File: src/rtl/branch_resolver.sv
// Branch resolver: keeps fetch-stage predictions in program order and
// compares each against the execute-stage outcome. It reports the
// resolution to the predictor and, on a mispredict, the corrected fetch PC.

package mmm_pkg;
  parameter int XLEN = 32;

  typedef struct packed {
    logic            valid;
    logic            taken;
    logic [XLEN-1:0] pc;
  } resolution_t;
endpackage

module branch_resolver
  import mmm_pkg::*;
#(
  parameter int XLEN  = mmm_pkg::XLEN,
  parameter int DEPTH = 4
) (
  input  logic            clk_i,
  input  logic            rst_n_i,
  input  logic            flush_i,
  input  logic            pred_valid_i,
  output logic            pred_ready_o,
  input  logic [XLEN-1:0] pred_pc_i,
  input  logic            pred_taken_i,
  input  logic [XLEN-1:0] pred_target_i,
  input  logic            exe_valid_i,
  input  logic            exe_taken_i,
  input  logic [XLEN-1:0] exe_target_i,
  output resolution_t     res_o,
  output logic            mispredict_o,
  output logic [XLEN-1:0] redirect_pc_o,
  output logic            err_o
);

  localparam int PW = $clog2(DEPTH);
  localparam int CW = $clog2(DEPTH + 1);

  typedef enum logic {RUN = 1'b0, RECOVER = 1'b1} state_e;

  // prediction storage; contents are don't-care until written
  logic [DEPTH-1:0][XLEN-1:0] pc_mem;
  logic [DEPTH-1:0][XLEN-1:0] tgt_mem;
  logic [DEPTH-1:0]           tk_mem;

  state_e          state_q, state_d;
  logic [PW-1:0]   rd_ptr_q, rd_ptr_d, wr_ptr_q, wr_ptr_d;
  logic [CW-1:0]   count_q, count_d;
  resolution_t     res_q, res_d;
  logic            mis_q, mis_d;
  logic [XLEN-1:0] redir_q, redir_d;
  logic            err_q, err_d;

  logic            run, push, pop, mis;
  logic [XLEN-1:0] head_pc, head_tgt;
  logic            head_tk;

  assign run      = (state_q == RUN);
  assign head_pc  = pc_mem[rd_ptr_q];
  assign head_tgt = tgt_mem[rd_ptr_q];
  assign head_tk  = tk_mem[rd_ptr_q];

  // ready never looks at a same-cycle pop; gated low while in reset
  assign pred_ready_o = rst_n_i && run && (count_q < CW'(DEPTH)) && !flush_i;
  assign push = pred_valid_i && pred_ready_o;
  // flush wins over a pop in the same cycle
  assign pop  = exe_valid_i && run && (count_q != '0) && !flush_i;
  assign mis  = pop && ((head_tk != exe_taken_i) ||
                        (exe_taken_i && (head_tgt != exe_target_i)));

  // next-state for queue bookkeeping, FSM and registered outputs
  always_comb begin
    state_d  = RUN;
    rd_ptr_d = rd_ptr_q;
    wr_ptr_d = wr_ptr_q;
    count_d  = count_q;
    res_d    = '0;
    mis_d    = 1'b0;
    redir_d  = '0;
    err_d    = 1'b0;
    if (flush_i) begin
      rd_ptr_d = '0;
      wr_ptr_d = '0;
      count_d  = '0;
    end else begin
      if (pop) begin
        res_d.valid = 1'b1;
        res_d.taken = exe_taken_i;
        res_d.pc    = head_pc;
      end
      err_d = exe_valid_i && run && (count_q == '0);
      if (mis) begin
        // younger entries are wrong-path; a same-cycle push is dropped too
        state_d  = RECOVER;
        mis_d    = 1'b1;
        redir_d  = exe_taken_i ? exe_target_i : head_pc + XLEN'(4);
        rd_ptr_d = wr_ptr_q;
        count_d  = '0;
      end else begin
        if (pop)  rd_ptr_d = rd_ptr_q + PW'(1);
        if (push) wr_ptr_d = wr_ptr_q + PW'(1);
        case ({push, pop})
          2'b10:   count_d = count_q + CW'(1);
          2'b01:   count_d = count_q - CW'(1);
          default: count_d = count_q;
        endcase
      end
    end
  end

  // control state and output registers
  always_ff @(posedge clk_i or negedge rst_n_i) begin
    if (!rst_n_i) begin
      state_q  <= RUN;
      rd_ptr_q <= '0;
      wr_ptr_q <= '0;
      count_q  <= '0;
      res_q    <= '0;
      mis_q    <= 1'b0;
      redir_q  <= '0;
      err_q    <= 1'b0;
    end else begin
      state_q  <= state_d;
      rd_ptr_q <= rd_ptr_d;
      wr_ptr_q <= wr_ptr_d;
      count_q  <= count_d;
      res_q    <= res_d;
      mis_q    <= mis_d;
      redir_q  <= redir_d;
      err_q    <= err_d;
    end
  end

  // storage write; a dropped push may land here but the pointer does not advance
  always_ff @(posedge clk_i) begin
    if (push) begin
      pc_mem[wr_ptr_q]  <= pred_pc_i;
      tgt_mem[wr_ptr_q] <= pred_target_i;
      tk_mem[wr_ptr_q]  <= pred_taken_i;
    end
  end

  assign res_o         = res_q;
  assign mispredict_o  = mis_q;
  assign redirect_pc_o = redir_q;
  assign err_o         = err_q;

endmodule

File: config.mk
export PLATFORM = sky130hd
export DESIGN_NAME = branch_resolver
export DESIGN_NICKNAME = d
export VERILOG_FILES = /design/src/rtl/branch_resolver.sv
export SDC_FILE = /design/constraint.sdc
export NUM_CORES = 1
export LEC_CHECK = 0
export ABC_AREA = 1
export CORE_MARGIN = 2
export CORE_UTILIZATION = 40
export CTS_CLUSTER_DIAMETER = 60
export DETAILED_ROUTE_END_ITERATION = 10
export GPL_TIMING_DRIVEN = 1
export HOLD_SLACK_MARGIN = 0.12
export PLACE_DENSITY_LB_ADDON = 0.1
export SLEW_MARGIN = 0
export SYNTH_ARGS = -nofsm -noshare
export SYNTH_HDL_FRONTEND = slang
export SYNTH_SLANG_ARGS = --single-unit
File: constraint.sdc
create_clock -name clk_i -period 4.8 [get_ports clk_i]
set_input_delay 0.96 -clock clk_i [delete_from_list [all_inputs] [get_ports clk_i]]
set_output_delay 0.96 -clock clk_i [all_outputs]
set_load 0.01 [all_outputs]
* Word-level counts from Yosys, hierarchy flattened
Index checks and enable logic that the tools add are counted.
Cells by class: add/subtract/negate cells 5, $lt $le $gt $ge 4, eq/ne operators 5, mux-type cells 30, bitwise gates (word level) 1, reductions and logical operators 19
Operator list (number):
- $bwmux 128 | 2
- $mux 32 | 6
- $bmux 32 s2 | 2
- $mux 34 | 2
- $demux 32 s2 | 1
- $add 32x3->32 const B | 1
- $ne 32x32->1 | 1
- $mux 2 | 6
- $logic_and 1x1->1 | 11
- $lt 2x3->1 const B | 2
- $mux 3 | 2
- $pmux 3 s2 | 1
- $reduce_bool 3->1 | 2
- $mux 1 | 5
- $add 2x1->2 const B | 2
- $bwmux 4 | 1
- $reduce_bool 4->1 | 1
- $add 3x1->3 const B | 1
- $logic_not 3->1 | 1
- $lt 3x3->1 const B | 1
- $sub 3x1->3 const B | 1
- $bmux 1 s2 | 1
- $demux 1 s2 | 1
- $eq 2x1->1 const B | 1
- 9 further kinds | 9
Word-level totals: register bits after elaboration 335, bits of input ports 103, output and inout bits 69, word-level logic and storage cells 82

* Longest topological paths before layout
word-level depth 9, mapped depth 19, mapped depth without buffers 16

* Worst setup path before layout
OpenSTA, ideal clock, no wires.
path kind in2reg, start input flush_i, end register pc_mem[0] (netlist name) (enable), arrival 4.416 ns, required time 4.311 ns, path slack -0.104 ns, cell stages on the path 5, path buffers 0, cell sequence inv_1 > nand2_1 > nor3_1 > nand2_1 > nor2_1
Between the ends: longest elaborated chain between the ends 3
Ends and longest elaborated chain:
- start, declared | line 23 | input logic flush_i,
- $logic_not 1->1 | line 66 | assign pred_ready_o = rst_n_i && run && (count_q < CW'(DEPTH)) && !flush_i;
- $logic_and 1x1->1 | line 66
- net pred_ready_o | line 25 | output logic pred_ready_o,
- $logic_and 1x1->1 | line 67 | assign push = pred_valid_i && pred_ready_o;
- end signal, assigned by index | line 139 | pc_mem[wr_ptr_q] <= pred_pc_i;
- end, declared | line 44 | logic [DEPTH-1:0][XLEN-1:0] pc_mem;
The timed path passes the listed nets, and every way through them passes these cells. A chain may end at the register's enable or synchronous reset.

* Worst setup path after layout
start register rd_ptr_q[0], end register count_q[0]
Between the ends: longest elaborated chain between the ends 8, elaborated cells between the ends (all ways) 12, classes of those cells eq/ne: 2; mux: 6; reduce/logical: 4
Ends and longest elaborated chain:
- start, declared | line 49 | logic [PW-1:0] rd_ptr_q, rd_ptr_d, wr_ptr_q, wr_ptr_d;
- start signal, assigned | line 126 | rd_ptr_q <= rd_ptr_d;
- $bmux 32 s2 | line 62 | assign head_tgt = tgt_mem[rd_ptr_q];
- $mux 32 (implied by the code) | line 62
- $ne 32x32->1 | line 71 | (exe_taken_i && (head_tgt != exe_target_i)));
- $logic_and 1x1->1 | line 71
- $logic_or 1x1->1 * | line 70 | assign mis = pop && ((head_tk != exe_taken_i) ||
- $logic_and 1x1->1 * | line 70
- $mux 3 | line 94 | if (mis) begin
- $mux 3 | line 83 | if (flush_i) begin
- end signal, assigned | line 128 | count_q <= count_d;
- end, declared | line 50 | logic [CW-1:0] count_q, count_d;
Mark *: on every way between the ends. The rest lies on a longest branch, timed or not. The select of a mux whose other input is x is not followed.

==> impl_metrics.toml <==
[yosys]
async_flop_share = 0.224
yosys_warnings = 0
synth-seq-cells = 335
synth_cell_type_count = 36
avgSynthCellArea_um2 = 10.7
syn_area_um2 = 14300
synth_edf_count = 260
ys.flop_type = "edfxtp_1"
seq_area_frac_synth = 0.680
syn_nets = 1439
synthCells = 1329

[placement]
portBuffers = 171
pre_cts_ws_ns = 1.33
dp_hpwl_um = 25100
globalplace.congestion = 0.854

[critical_path]
critPathMaxStageDelay_ns = 0.75
rr_endpoint = "count_q[0]"
cp_slowest_cell = "dfrtp_4"
start_kind = "flip-flop"
worstSetupPathType = "flip-flop to flip-flop"
crit_required_ns = 5.25
r2r-start = "rd_ptr_q[0]"
ff2ff_setup_slack_ns = 1.26
end_kind = "flip-flop"
r2r_cells = 16
arrival_ns = 3.99
cp_common_cell = "nand2_1"
crit_path_max_fanout = 132
crit_chain = "inv_8, nand2_1, nand3_1, nand2_1, nand2_1, nand2_1, inv_1, nand2_1, nor2_1, nand2_1, nor2_1, nand3_1, nand2_1, buf_4, nand2_1, nor2_1"

[layout]
syn_to_final_growth_pct = 23.3
drive_gt1_frac = 0.0675
nets = 1606
nFillCells = 3159
final_core_util = 0.498
antennaDiodeCount = 0
multi_input_area_um2 = 3920
regArea_um2 = 9690

[floorplan]
rows = 69
io_pins = 172
start_util = 0.404
core_um2 = 35300
dieArea_um2 = 37200
die_w_um = 193
die_height_um = 193

[clocking]
cts_buffers = 38
htree_num_levels = 2
cts.sinks = 335
cts_buffer_depth = 3
clkTransAtPathRegs_ns = 0.06
cts_tree = "yes"
cts_hold_buf = 0
ctsResizeCount = 0
clock_latency_ns = 0.52
postCtsSetupBuffers = 0
cts-root-buf = "clkbuf_16"

[timing]
period_share = 0.738
fin_ws_ns = 1.26
hold_slack_ns = 0.340
grt_setup_unrepaired = "false"
drv_slew = 0
setup_viol = 0
fin_worst_skew_ns = 0.0106
timing.fmax_ghz = 0.282
setup-tns-final_ns = 0
hold_viol = 0
tightestPinTransition_ns = 0.951
period_needed_ns = 3.54
slew_headroom = 0.366

[routing]
dr_total_vias = 9940
vias_per_cell = 5.01
antenna_left = 0
wirelength_um = 38800
first_iter_violations = 620
wl_per_cell_um = 19.5
dr.pass1.iters = 5
drc = 0

[outcome]
status = "finished, final reports clean"

[power_and_ir_drop]
total_power_w = 0.00710
leakagePower_nw = 6.91
ir_drop_mv = 0.227
power.density_nw_per_um2 = 404

[grt]
grt_pass1_vias = 9700
overflow = 0
grt_pass1_wl_um = 57900
grt_start_max_net_pins = 133
antenna_found_initial = 0
grt_usage = 0.211

[flow_run]
drv_cap = 0

[worst_hold_path]
min_path_type = "input port to async pin"
==> cell usage after synthesis, types with 12 or more instances <==
master	number	area (µm²)
dfrtp_1	75	1880
nand3_1	157	786
a21oi_1	30	150
o21ai_0	28	140
edfxtp_1	260	7810
inv_1	57	214
nand2_1	466	1750
nor2_1	120	450
buf_2	22	110
buf_6	12	135
xor2_1	18	158
==> stage by stage <==
| stage | std cells | area (µm²) |
|---|---|---|
| floorplan | 1329 | 14300 |
| global placement | 1917 | 16300 |
| detailed placement | 1917 | 16300 |
| CTS | 1986 | 17600 |
| global route | 1986 | 17600 |
| finish | 1986 | 17600 |
==> cell families after synthesis <==
family | count (synthesis) | share of synthesized area
AND/OR/NAND/NOR | 773 | 0.225
flip-flops | 335 | 0.680
buffers and inverters | 120 | 0.0473
AO/OA/AOI/OAI | 66 | 0.0246
XOR/XNOR | 27 | 0.0166
adder cells (fa/ha/maj) | 7 | 0.00667
multiplexers | 1 | 0.000702
==> power by group <==
part,total (W),switching [W],internal (W)
sequential,0.00326,0.0000546,0.00320
clock,0.00291,0.00115,0.00177
combinational,0.000933,0.000611,0.000321
total,0.00710,0.00181,0.00529
==> worst max-delay path: cells and delay by family, from the launching register on <==
| family | cells | cell delay, ns |
|---|---|---|
| simple gates | 13 | 1.45 |
| buf+inv | 3 | 1.11 |
| flops | 1 | 0.75 |
==> routing by layer <==
layer	part of all wire	global-route usage	wire length, µm	vias to the layer above
met5	0	0	0	-
met4	0.025	0.0652	970	0
met3	0.062	0.0400	2410	54
met2	0.46	0.338	17900	303
met1	0.45	0.291	17400	4809
li1	-	-	-	4774
==> cell type report <==
class                      count  share of cell area
clock buffer                  54              0.0627
sequential                   335               0.551
inverter                      62              0.0137
multi-input combinational    874               0.223
timing repair buffer         185               0.107
tap                          461              0.0328
clock inverter                15             0.00940
==> flip-flops by register name, summed over array words and instances, names as in the netlist <==
| name | flops |
|---|---|
| mispredict_o | 1 |
| pc_mem | 128 |
| wr_ptr_q | 2 |
| tgt_mem | 128 |
| rd_ptr_q | 2 |
| count_q | 3 |
| err_o | 1 |
| redirect_pc_o | 32 |
| res_o | 34 |
| tk_mem | 4 |
==> how the worst max path moves through the flow <==
stage,startpoint,end,slack [ns],cells after the start
after floorplan,flush_i,pc_mem[0],-0.10,5
after global placement,rd_ptr_q[0],count_q[2],1.36,14
after detailed placement,rd_ptr_q[0],count_q[1],1.33,16
after CTS,rd_ptr_q[0],count_q[0],1.31,16
after global routing,rd_ptr_q[0],wr_ptr_q[0],0.96,15
final,rd_ptr_q[0],count_q[0],1.26,16
==> cell usage in the layout, fill, tap and decap left out, types with 10 or more instances in the layout <==
| cell | instances |
|---|---|
| inv_1 | 57 |
| nor2_2 | 10 |
| clkdlybuf4s50_1 | 170 |
| buf_4 | 10 |
| clkbuf_16 | 39 |
| dfrtp_1 | 73 |
| o21ai_0 | 28 |
| a21oi_1 | 30 |
| nor2_1 | 116 |
| nand2_1 | 466 |
| nand3_1 | 157 |
| edfxtp_1 | 260 |
| xor2_1 | 18 |
(Power assumes the default switching activity.)
